==> config.mk <==
export PLATFORM = sky130hd
export DESIGN_NAME = monitor_c2_violation_reporter_flat
export DESIGN_NICKNAME = d
export VERILOG_FILES = /design/src/rtl/monitor_c2_pkg.sv /design/src/rtl/monitor_c2_violation_reporter_if.sv /design/src/rtl/monitor_c2_evt_fifo.sv /design/src/rtl/monitor_c2_violation_reporter.sv /design/src/flat_wrapper.sv
export SDC_FILE = /design/constraint.sdc
export NUM_CORES = 1
export LEC_CHECK = 0
export BUFFER_PORTS_ARGS = -buffer_cell sky130_fd_sc_hd__buf_2
export CORE_ASPECT_RATIO = 1.5
export CORE_MARGIN = 2
export CORE_UTILIZATION = 60
export CTS_CLUSTER_DIAMETER = 80
export CTS_CLUSTER_SIZE = 30
export DETAILED_ROUTE_END_ITERATION = 8
export PLACE_DENSITY = 0.76
export SLEW_MARGIN = 20
export SYNTH_ARGS = -nofsm -noshare
export SYNTH_HDL_FRONTEND = slang
export SYNTH_SLANG_ARGS = --single-unit
==> constraint.sdc <==
create_clock -name clk -period 2.7 [get_ports clk]
set_input_delay 0.27 -clock clk [delete_from_list [all_inputs] [get_ports clk]]
set_output_delay 0.27 -clock clk [all_outputs]
set_load 0.01 [all_outputs]
==> src/rtl/monitor_c2_pkg.sv <==
// Shared types and helpers for the cluster-2 monitor violation reporter.
// The event record width is fixed here; the top-level defaults track these values.
package monitor_c2_pkg;

    localparam int MON_C2_NUM_PROPS  = 10;
    localparam int MON_C2_PROP_IDX_W = 4;
    localparam int MON_C2_TS_W       = 16;

    typedef struct packed {
        logic [MON_C2_PROP_IDX_W-1:0] prop;
        logic                         multi;
        logic [MON_C2_TS_W-1:0]       ts;
    } mon_c2_evt_t;

    // Priority encoder: index of the lowest set bit, 0 when none are set.
    function automatic logic [MON_C2_PROP_IDX_W-1:0] mon_c2_lowest_idx(
        input logic [MON_C2_NUM_PROPS-1:0] vec
    );
        logic [MON_C2_PROP_IDX_W-1:0] idx;
        idx = '0;
        for (int i = MON_C2_NUM_PROPS - 1; i >= 0; i--) begin
            if (vec[i]) idx = MON_C2_PROP_IDX_W'(i);
        end
        return idx;
    endfunction

endpackage

==> src/rtl/monitor_c2_violation_reporter_if.sv <==
// Valid/ready report port carrying one violation event per transfer.
interface monitor_c2_violation_reporter_if;
    import monitor_c2_pkg::*;

    logic                         rpt_valid;
    logic                         rpt_ready;
    logic [MON_C2_PROP_IDX_W-1:0] rpt_prop;
    logic                         rpt_multi;
    logic [MON_C2_TS_W-1:0]       rpt_ts;

    modport master (
        output rpt_valid, rpt_prop, rpt_multi, rpt_ts,
        input  rpt_ready
    );

    modport slave (
        input  rpt_valid, rpt_prop, rpt_multi, rpt_ts,
        output rpt_ready
    );

endinterface

==> src/rtl/monitor_c2_evt_fifo.sv <==
// Synchronous event FIFO with flush; accepts push and pop together even when full.
module monitor_c2_evt_fifo
    import monitor_c2_pkg::*;
#(
    parameter int DEPTH = 4
) (
    input  logic        clk,
    input  logic        reset,
    input  logic        flush,
    input  logic        push,
    input  logic        pop,
    input  mon_c2_evt_t push_data,
    output mon_c2_evt_t head,
    output logic        full,
    output logic        empty
);

    localparam int PTR_W = $clog2(DEPTH);

    mon_c2_evt_t      mem [DEPTH];
    logic [PTR_W:0]   wr_ptr;
    logic [PTR_W:0]   rd_ptr;
    logic             pop_ok;
    logic             push_ok;

    // Extra pointer bit distinguishes full from empty when the low bits match.
    assign empty   = (wr_ptr == rd_ptr);
    assign full    = ((wr_ptr ^ rd_ptr) == {1'b1, {PTR_W{1'b0}}});
    assign pop_ok  = pop & ~empty;
    assign push_ok = push & (~full | pop_ok);
    assign head    = mem[rd_ptr[PTR_W-1:0]];

    always_ff @(posedge clk or negedge reset) begin
        // NOTE: sequential state uses non-blocking assignments so every flop samples pre-edge values.
        if (!reset) begin
            wr_ptr <= '0;
            rd_ptr <= '0;
        end else if (flush) begin
            wr_ptr <= '0;
            rd_ptr <= '0;
        end else begin
            if (push_ok) wr_ptr <= wr_ptr + (PTR_W+1)'(1);
            if (pop_ok)  rd_ptr <= rd_ptr + (PTR_W+1)'(1);
        end
    end

    // NOTE: storage is not reset; the pointers alone define which entries are valid.
    always_ff @(posedge clk) begin
        if (push_ok && !flush) mem[wr_ptr[PTR_W-1:0]] <= push_data;
    end

endmodule

==> src/rtl/monitor_c2_violation_reporter.sv <==
// Turns cluster-2 LTL property lines into sticky flags, saturating counters,
// a level interrupt and timestamped events queued on a valid/ready report port.
module monitor_c2_violation_reporter
    import monitor_c2_pkg::*;
#(
    parameter int NUM_PROPS  = MON_C2_NUM_PROPS,
    parameter int CNT_W      = 8,
    parameter int TS_W       = MON_C2_TS_W,
    parameter int FIFO_DEPTH = 4
) (
    input  logic                 clk,
    input  logic                 reset,
    input  logic                 run,
    input  logic [NUM_PROPS-1:0] ltl_hit,
    input  logic                 clear,
    input  logic [3:0]           cnt_sel,
    output logic [CNT_W-1:0]     cnt_o,
    output logic [NUM_PROPS-1:0] sticky_o,
    output logic                 overflow_o,
    output logic                 irq_o,
    monitor_c2_violation_reporter_if.master rpt
);

    logic [NUM_PROPS-1:0] hit_q;
    logic [NUM_PROPS-1:0] new_edge;
    logic [NUM_PROPS-1:0] sticky_q;
    logic [CNT_W-1:0]     cnt_q [NUM_PROPS];
    logic [TS_W-1:0]      ts_q;
    logic                 overflow_q;
    logic                 irq_q;
    mon_c2_evt_t          push_evt;
    mon_c2_evt_t          head_evt;
    mon_c2_evt_t          hold_q;
    mon_c2_evt_t          rpt_evt;
    logic                 fifo_full;
    logic                 fifo_empty;
    logic                 evt_push;
    logic                 evt_pop;

    assign new_edge = ltl_hit & ~hit_q & {NUM_PROPS{run}};

    // clear wins over any same-cycle edge or pop.
    assign evt_push = (|new_edge) & ~clear;
    assign evt_pop  = rpt.rpt_ready & ~fifo_empty & ~clear;

    assign push_evt = '{
        prop:  mon_c2_lowest_idx(new_edge),
        multi: ((new_edge & (new_edge - NUM_PROPS'(1))) != '0),
        ts:    ts_q
    };

    monitor_c2_evt_fifo #(
        .DEPTH (FIFO_DEPTH)
    ) u_evt_fifo (
        .clk       (clk),
        .reset     (reset),
        .flush     (clear),
        .push      (evt_push),
        .pop       (evt_pop),
        .push_data (push_evt),
        .head      (head_evt),
        .full      (fifo_full),
        .empty     (fifo_empty)
    );

    always_ff @(posedge clk or negedge reset) begin
        if (!reset) begin
            hit_q      <= '0;
            ts_q       <= '0;
            overflow_q <= 1'b0;
            irq_q      <= 1'b0;
            hold_q     <= '0;
        end else begin
            hit_q <= ltl_hit;
            if (run) ts_q <= ts_q + TS_W'(1);
            // Remember the last head shown so the payload holds once the FIFO drains.
            if (!fifo_empty) hold_q <= head_evt;
            if (clear) begin
                overflow_q <= 1'b0;
            end else if (evt_push && fifo_full && !evt_pop) begin
                overflow_q <= 1'b1;
            end
            irq_q <= ~clear & ((|sticky_q) | overflow_q);
        end
    end

    always_ff @(posedge clk or negedge reset) begin
        if (!reset) begin
            sticky_q <= '0;
            for (int i = 0; i < NUM_PROPS; i++) cnt_q[i] <= '0;
        end else if (clear) begin
            sticky_q <= '0;
            for (int i = 0; i < NUM_PROPS; i++) cnt_q[i] <= '0;
        end else begin
            sticky_q <= sticky_q | new_edge;
            for (int i = 0; i < NUM_PROPS; i++) begin
                if (new_edge[i] && (cnt_q[i] != '1)) cnt_q[i] <= cnt_q[i] + CNT_W'(1);
            end
        end
    end

    always_comb begin
        // NOTE: default assigned first so no path leaves cnt_o unassigned (no latch).
        cnt_o = '0;
        if (32'(cnt_sel) < NUM_PROPS) cnt_o = cnt_q[cnt_sel];
    end

    assign rpt_evt       = fifo_empty ? hold_q : head_evt;
    assign rpt.rpt_valid = ~fifo_empty;
    assign rpt.rpt_prop  = rpt_evt.prop;
    assign rpt.rpt_multi = rpt_evt.multi;
    assign rpt.rpt_ts    = rpt_evt.ts;

    assign sticky_o   = sticky_q;
    assign overflow_o = overflow_q;
    assign irq_o      = irq_q;

endmodule

==> src/flat_wrapper.sv <==
// flat-port wrapper written by rule: the top's interface ports become plain ports
module monitor_c2_violation_reporter_flat import monitor_c2_pkg::*;
#(
    parameter int NUM_PROPS  = MON_C2_NUM_PROPS,
    parameter int CNT_W      = 8,
    parameter int TS_W       = MON_C2_TS_W,
    parameter int FIFO_DEPTH = 4
)
  (clk, reset, run, ltl_hit, clear, cnt_sel, cnt_o, sticky_o, overflow_o, irq_o, rpt_rpt_valid, rpt_rpt_prop, rpt_rpt_multi, rpt_rpt_ts, rpt_rpt_ready);
  monitor_c2_violation_reporter_if rpt_i ();
  input  logic clk;
  input  logic reset;
  input  logic run;
  input  logic [NUM_PROPS-1:0] ltl_hit;
  input  logic clear;
  input  logic [3:0] cnt_sel;
  output logic [CNT_W-1:0] cnt_o;
  output logic [NUM_PROPS-1:0] sticky_o;
  output logic overflow_o;
  output logic irq_o;
  output wire logic [$bits(rpt_i.rpt_valid)-1:0] rpt_rpt_valid;
  output wire logic [$bits(rpt_i.rpt_prop)-1:0] rpt_rpt_prop;
  output wire logic [$bits(rpt_i.rpt_multi)-1:0] rpt_rpt_multi;
  output wire logic [$bits(rpt_i.rpt_ts)-1:0] rpt_rpt_ts;
  input wire logic [$bits(rpt_i.rpt_ready)-1:0] rpt_rpt_ready;
  assign rpt_rpt_valid = rpt_i.rpt_valid;
  assign rpt_rpt_prop = rpt_i.rpt_prop;
  assign rpt_rpt_multi = rpt_i.rpt_multi;
  assign rpt_rpt_ts = rpt_i.rpt_ts;
  assign rpt_i.rpt_ready = rpt_rpt_ready;
  monitor_c2_violation_reporter #(.NUM_PROPS(NUM_PROPS), .CNT_W(CNT_W), .TS_W(TS_W), .FIFO_DEPTH(FIFO_DEPTH)) u_core (.clk(clk), .reset(reset), .run(run), .ltl_hit(ltl_hit), .clear(clear), .cnt_sel(cnt_sel), .cnt_o(cnt_o), .sticky_o(sticky_o), .overflow_o(overflow_o), .irq_o(irq_o), .rpt(rpt_i));
endmodule
==> flow_summary.toml, run 1 <==
[clocking]
clk_path_buf_depth = 3
clkTransAtPathRegs_ps = 110
clkSinkCount = 229
htree_levels = 1
tritoncts = "yes"
cts_made_buffers = 11
clock_latency_ps = 470
root_buffer = "clkbuf_16"
cts_setup_buffers = 0

[worst_setup_path]
critical_path_class = "flip-flop to output port"
arrival_ps = 2240
critPathLaunch = "u_core.u_evt_fifo.rd_ptr[0]"
timing.rr.start = "u_core.hit_q[5]"
r2r_cells = 5
start_kind = "flip-flop"
end_kind = "output port"
r2r_slack_ps = 280
endpoint = "rpt_rpt_multi"
timing.rr.end = "u_core.u_evt_fifo.mem[2][9]"
path_max_fanout = 24
cp.required_ps = 2430

[layout]
area_growth_pct = 8.79
fin_util_pct = 66.9
multi_input_area_sq_um = 4290
finalNetCount = 920
num-fill-cells = 1246
seq_area_sq_um = 6150
final_layout_size_suffix_gt1_share_pct = 18.8

[detailed_routing]
finalWirelength_um = 22300
vias = 6704
wl_per_cell_um = 20.2
vias_per_cell = 6.08
drt_iter0_markers = 449
detail-route-antenna-nets = 0
firstDrtPassIters = 6
route.detailed.drc = 0

[synth]
synth_xor_area_share_pct = 6.82
ys_seq_area_share_pct = 57.7
muxShareOfSynthArea_pct = 12.1
ys_top_cells_by_area = "dfrtp_1 (34%), edfxtp_1 (24%), mux4_2 (7.8%)"
synth_top_area_share_pct = 34.0
ys_ff_latch = 229
synth_top_family_by_area = "simple AND/OR/NAND/NOR gates"
syn-num-nets = 858
yosys.area_share.adder_pct = 1.88
ys_async_sr_fraction_pct = 63.3
syn_inst = 823
synth_area_sq_um = 10700
synth-warning-count = 0
synthFlopType = "dfrtp_1"
avgSynthCellArea_sq_um = 13.0
synth-simple-area-share_pct = 14.3
synth_edf_count = 84
synth_compound_area_share_pct = 5.07
yosysTopAreaCell = "dfrtp_1"
yosysUniqueCellTypes = 65

[timing]
fin_crit_sh_pct = 92.9
slew_headroom_pct = 28.4
slew_viol_final = 0
finalHoldViolations = 0
min_period_ps = 2510
fin_skew_ps = 18.3
fmax_mhz = 399
tns_ps = 0
tightestPinTransition_ps = 1070
setup_viol = 0
rsz0062_at_grt = "false"

[pwr]
p_leak_nw = 4.74
power.internal_w = 0.00549
clockPowerShare_pct = 24.4
sw_frac_of_total_pct = 26.9
power_w = 0.00751
ir_drop_v = 0.000836
powerDensity_nw_per_um2 = 648
combPwrFrac_pct = 20.0
power_frac_seq_pct = 55.6
p_switching_w = 0.00202

[global_route]
antenna_found_initial = 1
grt_pass1_wl_um = 36100
grt_pass1_vias = 7087
grtUsageTotal_pct = 24.2
grt_overflow = 0
grt_max_degree = 99

[floorplanning]
io_pins = 61
core_area_sq_um = 17300
die_h_um = 167
die-area_sq_um = 18900
num_rows = 59
start_util_pct = 61.5
dieWidth_um = 113

[worst_hold_path]
hp-class = "primary input to flip-flop"

[run]
drv_cap = 0

[placed_design]
globalplace.congestion = 0.800
portBuffers = 60
hpwl_um = 15800

[run_status]
status = "finished clean"
flip-flops by register name (all words and copies together), names as in the netlist:
register	cells
u_core.sticky_o	10
u_core.overflow_o	1
u_core.hold_q	21
u_core.u_evt_fifo.rd_ptr	3
u_core.cnt_q	80
u_core.u_evt_fifo.mem	84
u_core.ts_q	16
u_core.hit_q	10
u_core.u_evt_fifo.wr_ptr	3
u_core.irq_o	1
worst min path at each step:
| stage | startpoint | end | slack, ps | depth (start not counted) |
|---|---|---|---|---|
| floorplan | reset | u_core.cnt_q[0] | -30 | 0 |
| global placement | reset | u_core.hold_q[5] | 220 | 1 |
| detailed placement | reset | u_core.hold_q[5] | 230 | 1 |
| CTS | rpt_rpt_ready | u_core.u_evt_fifo.rd_ptr[0] | 240 | 4 |
| global route | rpt_rpt_ready | u_core.u_evt_fifo.rd_ptr[0] | 260 | 4 |
| finish | rpt_rpt_ready | u_core.u_evt_fifo.rd_ptr[0] | 250 | 4 |
stage by stage:
stage          hold slack (ps)  instances  setup slack (ps)  cell area [sq um]
2_1_floorplan            -25.6        823               702              10700
3_3_place_gp               217       1074               279              11200
3_5_place_dp               227       1074               183              11200
4_1_cts                    241       1102              44.4              11600
5_1_grt                    264       1102              64.0              11600
6_report                   250       1103               191              11600
critical path, cell delays in order, from the launching register on:
cell,delay (ps)
dfrtp_1,420
buf_6,330
mux4_2,590
mux2_2,290
buf_2,140
power groups by stage:
stage | registers, W | clock network (W) | logic, W
3_3_place_gp | 0.00422 | 0 | 0.00147
3_5_place_dp | 0.00425 | 0 | 0.00151
6_report | 0.00418 | 0.00183 | 0.00150
2_1_floorplan | 0.00418 | 0 | 0.00105
4_1_cts | 0.00418 | 0.00188 | 0.00153
5_1_grt | 0.00422 | 0.00198 | 0.00164
what timing repair did:
item / in CTS / in global routing
gates resized for setup: 0 / 1
hold buffers: 11 / 0
setup endpoints to repair: 0 / 2
hold endpoints to repair: 51 / 0
logic make-up after synthesis:
logic type	count (synthesis)
AO/OA/AOI/OAI	72
adder cells (fa/ha/maj)	16
XOR/XNOR	83
AND/OR/NAND/NOR	293
flip-flops	229
buffers and inverters	50
multiplexers	80
layer usage:
metal	track usage (%)	share of wire [%]	vias up
met5	0	0	-
met4	9.12	3.7	0
met3	2.71	3.5	45
met2	43.9	54	156
met1	29.5	39	3420
li1	-	-	3083
cell type report:
type                       instances  area share [%]
tap                              213            2.30
antenna                            1          0.0216
clock inverter                     1          0.0971
inverter                          17           0.550
timing repair buffer              82            4.44
multi-input combinational        544            36.9
clock buffer                      16            2.62
sequential                       229            53.0
layout by cell type (no fill, tap or decap), types with 11 or more instances in the layout:
master / n
mux2_2: 22
ha_1: 16
xnor2_1: 44
mux2i_1: 21
nand2_1: 37
and3_1: 15
nand3_1: 38
buf_2: 59
o21ai_0: 16
clkbuf_16: 11
nand4_1: 18
inv_1: 17
nor2_1: 121
edfxtp_1: 84
dfrtp_1: 145
mux4_2: 37
dlygate4sd3_1: 11
xor2_1: 39
a21oi_1: 22
synth_stat cells (all sizes together), types with 2 or more instances:
master / instances
ha: 16
clkbuf: 14
nor4: 6
and4b: 2
nand2b: 3
and4: 5
edfxtp: 84
and3b: 7
o211ai: 3
xnor2: 44
nor3b: 3
a2111oi: 4
nor2: 121
mux4: 37
nand2: 37
a31oi: 6
nand4: 19
o22ai: 2
o21ai: 16
mux2i: 21
buf: 19
nand3b: 5
inv: 17
nor2b: 9
dfrtp: 145
and2: 5
and3: 16
or3: 2
a21o: 2
a311oi: 2
a21oi: 23
xor2: 39
mux2: 22
o21a: 3
nand3: 39
nor3: 11
(Power assumes the default switching activity.)
==> run 2, diff against run 1 <==
CTS_BUF_LIST = sky130_fd_sc_hd__clkbuf_16   (was default)
SKIP_LAST_GASP = 1   (was default)
==> run 2 against run 1 <==
  * Clock power shrank 2%
  * Global-route usage about the same
  * Clock skew shrank 2.3 ps
  * Sequential share of layout area about the same
  * Sequential power barely moved
  * Register-to-register slack about the same
  * Cell area barely moved
  * Highest routed layer unchanged
==> flow_summary.toml, run 2 (same netlist as run 1, synthesis figures left out) <==
[run_status]
status = "finished clean"

[layout]
final_layout_size_suffix_gt1_share_pct = 18.7
final_common_cell = "dfrtp_1"
fin_util_pct = 66.8
area_growth_pct = 8.70
largest_reg_flops = 84
finalNetCount = 920
final_cell_mix = "dfrtp_1 (145), nor2_1 (121), edfxtp_1 (84), buf_2 (59), xnor2_1 (44)"

[worst_setup_path]
cp.required_ps = 2430
end_kind = "output port"
path_max_fanout = 24
r2r_slack_ps = 280
arrival_ps = 2240
start_kind = "flip-flop"
critical_path_class = "flip-flop to output port"

[pwr]
p_leak_nw = 4.75
powerDensity_nw_per_um2 = 644
ir_drop_v = 0.000849

[detailed_routing]
wl_met1_um = 8490
route.met3.wl_um = 910
wl_per_cell_um = 20.1
route.detailed.drc = 0
vias_per_cell = 6.10
wl_met2_um = 11900
firstDrtPassIters = 4
detail-route-antenna-nets = 0
highest_layer = "met4"
finalWirelength_um = 22100
vias = 6729
drt_iter0_markers = 411

[timing]
slew_viol_final = 0
min_period_ps = 2510
tns_ps = 0
finalHoldViolations = 0
tightestPinTransition_ps = 1070
setup_viol = 0
slew_headroom_pct = 28.7
fin_crit_sh_pct = 92.9
rsz0062_at_grt = "false"
fin_skew_ps = 16.0
fmax_mhz = 399

[clocking]
clkTransAtPathRegs_ps = 110
cts_made_buffers = 11
root_buffer = "clkbuf_16"
htree_levels = 1
tritoncts = "yes"
clock_latency_ps = 470
clk_path_buf_depth = 3
clkSinkCount = 229

[floorplanning]
die-area_sq_um = 18900
core_area_sq_um = 17300
io_pins = 61
start_util_pct = 61.5
die_h_um = 167
dieWidth_um = 113
num_rows = 59

[worst_hold_path]
hp-class = "primary input to flip-flop"

[global_route]
grt_pass1_vias = 7091
grt_pass1_wl_um = 36100
grtUsageTotal_pct = 24.2
grt_overflow = 0
antenna_found_initial = 1
grt_max_degree = 99

[placed_design]
portBuffers = 60
hpwl_um = 15800
globalplace.congestion = 0.800

[run]
drv_cap = 0
[run 2: cell types whose count changed in the layout (fill, tap and decap cells not counted)]
cell,previous run,this run
clkbuf_8,1,0
clkbuf_1,4,0
clkinv_1,0,1
inv_1,17,21
[run 2: area by class of cell]
type	instances	area [sq um]
Fill cell	1247	5760
Multi-Input combinational cell	544	4290
Inverter	17	63.8
Antenna cell	1	2.50
Sequential cell	229	6150
Timing Repair Buffer	82	515
Clock inverter	6	30.0
Tap cell	213	267
Clock buffer	11	275
[run 2: routing by layer]
| metal | track usage [%] | vias up |
|---|---|---|
| met2 | 43.9 | 194 |
| li1 | - | 3088 |
| met1 | 29.5 | 3402 |
| met5 | 0 | - |
| met3 | 2.71 | 45 |
| met4 | 9.12 | 0 |
[run 2: what timing repair did]
item,CTS,global route
hold endpoints to repair,51,0
buffers inserted,0,0
resized for setup,0,1
hold buffers,11,0
setup endpoints to repair,0,2
[run 2: through the flow]
| step | cell area [sq um] | worst slack, ps | instances | total power, W | hold WS [ps] |
|---|---|---|---|---|---|
| final | 11600 | 192 | 1103 | 0.00746 | 250 |
| after floorplan | 10700 | 702 | 823 | 0.00523 | -25.6 |
| after CTS | 11600 | 44.4 | 1102 | 0.00755 | 241 |
| after global routing | 11600 | 64.1 | 1102 | 0.00780 | 264 |
| after detailed placement | 11200 | 183 | 1074 | 0.00576 | 227 |
| after global placement | 11200 | 279 | 1074 | 0.00569 | 217 |
[run 2: final timing paths]
kind                                                  start                          end  depth (start not counted)
min in group asynchronous                             reset             u_core.hold_q[1]                          2
max in group asynchronous                             reset             u_core.cnt_q[57]                          3
worst min-delay path                          rpt_rpt_ready  u_core.u_evt_fifo.rd_ptr[0]                          4
worst max-delay path            u_core.u_evt_fifo.rd_ptr[0]                rpt_rpt_multi                          4
worst max register to register              u_core.hit_q[5]  u_core.u_evt_fifo.mem[2][9]                          5
worst min register to register            u_core.hold_q[12]            u_core.hold_q[12]                          1
[run 2: report_power, final]
part	switching (W)	internal [W]	leakage, nW
registers	0.000210	0.00397	2.74
clock network	0.00103	0.000761	0.164
logic	0.000777	0.000724	1.85
total	0.00201	0.00545	4.75
[run 2: worst max-delay path: stages (launching register included)]
cell and delay [ps]:
dfrtp_1 410, buf_6 330, mux4_2 590, mux2_2 290, buf_2 140
==> run 3, diff against run 2 <==
CAP_MARGIN = 20   (was default)
PLACE_DENSITY = 0.9   (was 0.76)
==> run 3 against run 2 <==
  * Global-route usage fell by 0.59 points
  * Die area stayed put
  * Count of clock-buffer cells in the layout unchanged
  * Clock power about the same
  * Utilization grew 0.058 points
  * Via count shrank 0.53%
  * Clock skew down 3.3 ps
  * Setup slack better by 16 ps
  * Combinational power about the same
  * Critical path depth unchanged
  * Fmax rose by 0.63%
  * Critical endpoint is now rpt_rpt_ts[0]
==> flow_summary.toml, run 3 (same netlist as run 1, synthesis figures left out) <==
[placed_design]
globalplace.congestion = 0.871
hpwl_um = 15300
post-place-cells = 1074
portBuffers = 60
place_area_sq_um = 11200

[pwr]
powerDensity_nw_per_um2 = 644
ir_drop_v = 0.000895
p_leak_nw = 4.76

[detailed_routing]
firstDrtPassIters = 5
finalWirelength_um = 21800
detail-route-antenna-nets = 0
wl_per_cell_um = 19.7
vias_per_cell = 6.07
wl_met2_um = 11800
wl_met1_um = 8080
highest_layer = "met4"
vias = 6693
drt_iter0_markers = 470
route.met3.wl_um = 1180
route.detailed.drc = 0

[worst_setup_path]
start_kind = "flip-flop"
arrival_ps = 2220
r2r_slack_ps = 290
end_kind = "output port"
cp.required_ps = 2430
critical_path_class = "flip-flop to output port"
path_max_fanout = 24

[global_route]
antenna_found_initial = 0
grt_pass1_vias = 6916
grtUsageTotal_pct = 23.6
grt_pass1_wl_um = 35400
grt_max_degree = 99
grt_overflow = 0

[clocking]
clkTransAtPathRegs_ps = 110
clk_path_buf_depth = 3
clkSinkCount = 229
root_buffer = "clkbuf_16"
clock_latency_ps = 470
cts_made_buffers = 11
tritoncts = "yes"
htree_levels = 1

[timing]
slew_headroom_pct = 29.3
fin_skew_ps = 12.7
min_period_ps = 2490
tns_ps = 0
tightestPinTransition_ps = 1060
slew_viol_final = 0
fmax_mhz = 401
fin_crit_sh_pct = 92.3
rsz0062_at_grt = "false"
setup_viol = 0
finalHoldViolations = 0

[layout]
layoutNonFillerInstCount = 1103
finalNetCount = 921
final_layout_size_suffix_gt1_share_pct = 18.8
largest_reg_flops = 84
area_growth_pct = 8.79
final_common_cell = "dfrtp_1"
final_area_sq_um = 11600
num-fill-cells = 1209
final_cell_mix = "dfrtp_1 (145), nor2_1 (121), edfxtp_1 (84), buf_2 (59), xnor2_1 (44)"
insertedDiodeCount = 0

[floorplanning]
core_area_sq_um = 17300
start_util_pct = 61.5
dieWidth_um = 113
io_pins = 61
die-area_sq_um = 18900
die_h_um = 167
num_rows = 59

[run_status]
status = "finished clean"

[run]
drv_cap = 0

[worst_hold_path]
hp-class = "primary input to flip-flop"
## run 3: timing repair
action	4_1_cts	5_1_grt
endpoints found under the setup margin	0	1
hold buffers	11	0
endpoints found under the hold margin	45	0
buffers inserted	0	0
gates resized for setup	0	1
## run 3: routing by layer
metal / GRT usage, % / up-vias
met5: 0 / -
met4: 8.43 / 0
met3: 3.04 / 44
met2: 43.3 / 222
met1: 28.2 / 3345
li1: - / 3082
## run 3: final timing paths
check,depth (start not counted),endpoint,from
max in group asynchronous,3,u_core.cnt_q[57],reset
hold / removal,4,u_core.u_evt_fifo.rd_ptr[2],rpt_rpt_ready
setup reg to reg,5,u_core.u_evt_fifo.mem[3][8],u_core.hit_q[5]
min in group asynchronous,2,u_core.hold_q[4],reset
hold reg to reg,1,u_core.hold_q[20],u_core.hold_q[20]
setup / recovery,4,rpt_rpt_ts[0],u_core.u_evt_fifo.rd_ptr[0]
## run 3: worst max-delay path, cell delays in order (launching register included)
cell     delay, ps
dfrtp_1        400
buf_6          320
mux4_2         590
mux2_2         300
buf_2          140
## run 3: final cells by class
type / instances / area (sq um) / share of cell area [%]
Tap cell: 213 / 267 / 2.30
Clock inverter: 6 / 28.8 / 0.248
Sequential cell: 229 / 6150 / 53.0
Clock buffer: 11 / 275 / 2.37
Multi-Input combinational cell: 544 / 4280 / 36.9
Timing Repair Buffer: 83 / 531 / 4.57
Inverter: 17 / 63.8 / 0.550
## run 3: per-stage QoR
step / total power [W] / setup WS, ps / utilization (%) / hold WS, ps
5_1_grt: 0.00780 / 20.3 / 66.9 / 238
2_1_floorplan: 0.00523 / 702 / - / -25.6
3_3_place_gp: 0.00568 / 327 / 64.4 / 200
3_5_place_dp: 0.00575 / 244 / 64.4 / 200
6_report: 0.00747 / 208 / 66.9 / 233
4_1_cts: 0.00753 / 54.0 / 66.7 / 221
## run 3: power by group
part	switching, W	total [W]	internal (W)
combinational	0.000774	0.00150	0.000724
sequential	0.000211	0.00418	0.00397
clock	0.00103	0.00179	0.000759
total	0.00202	0.00747	0.00545
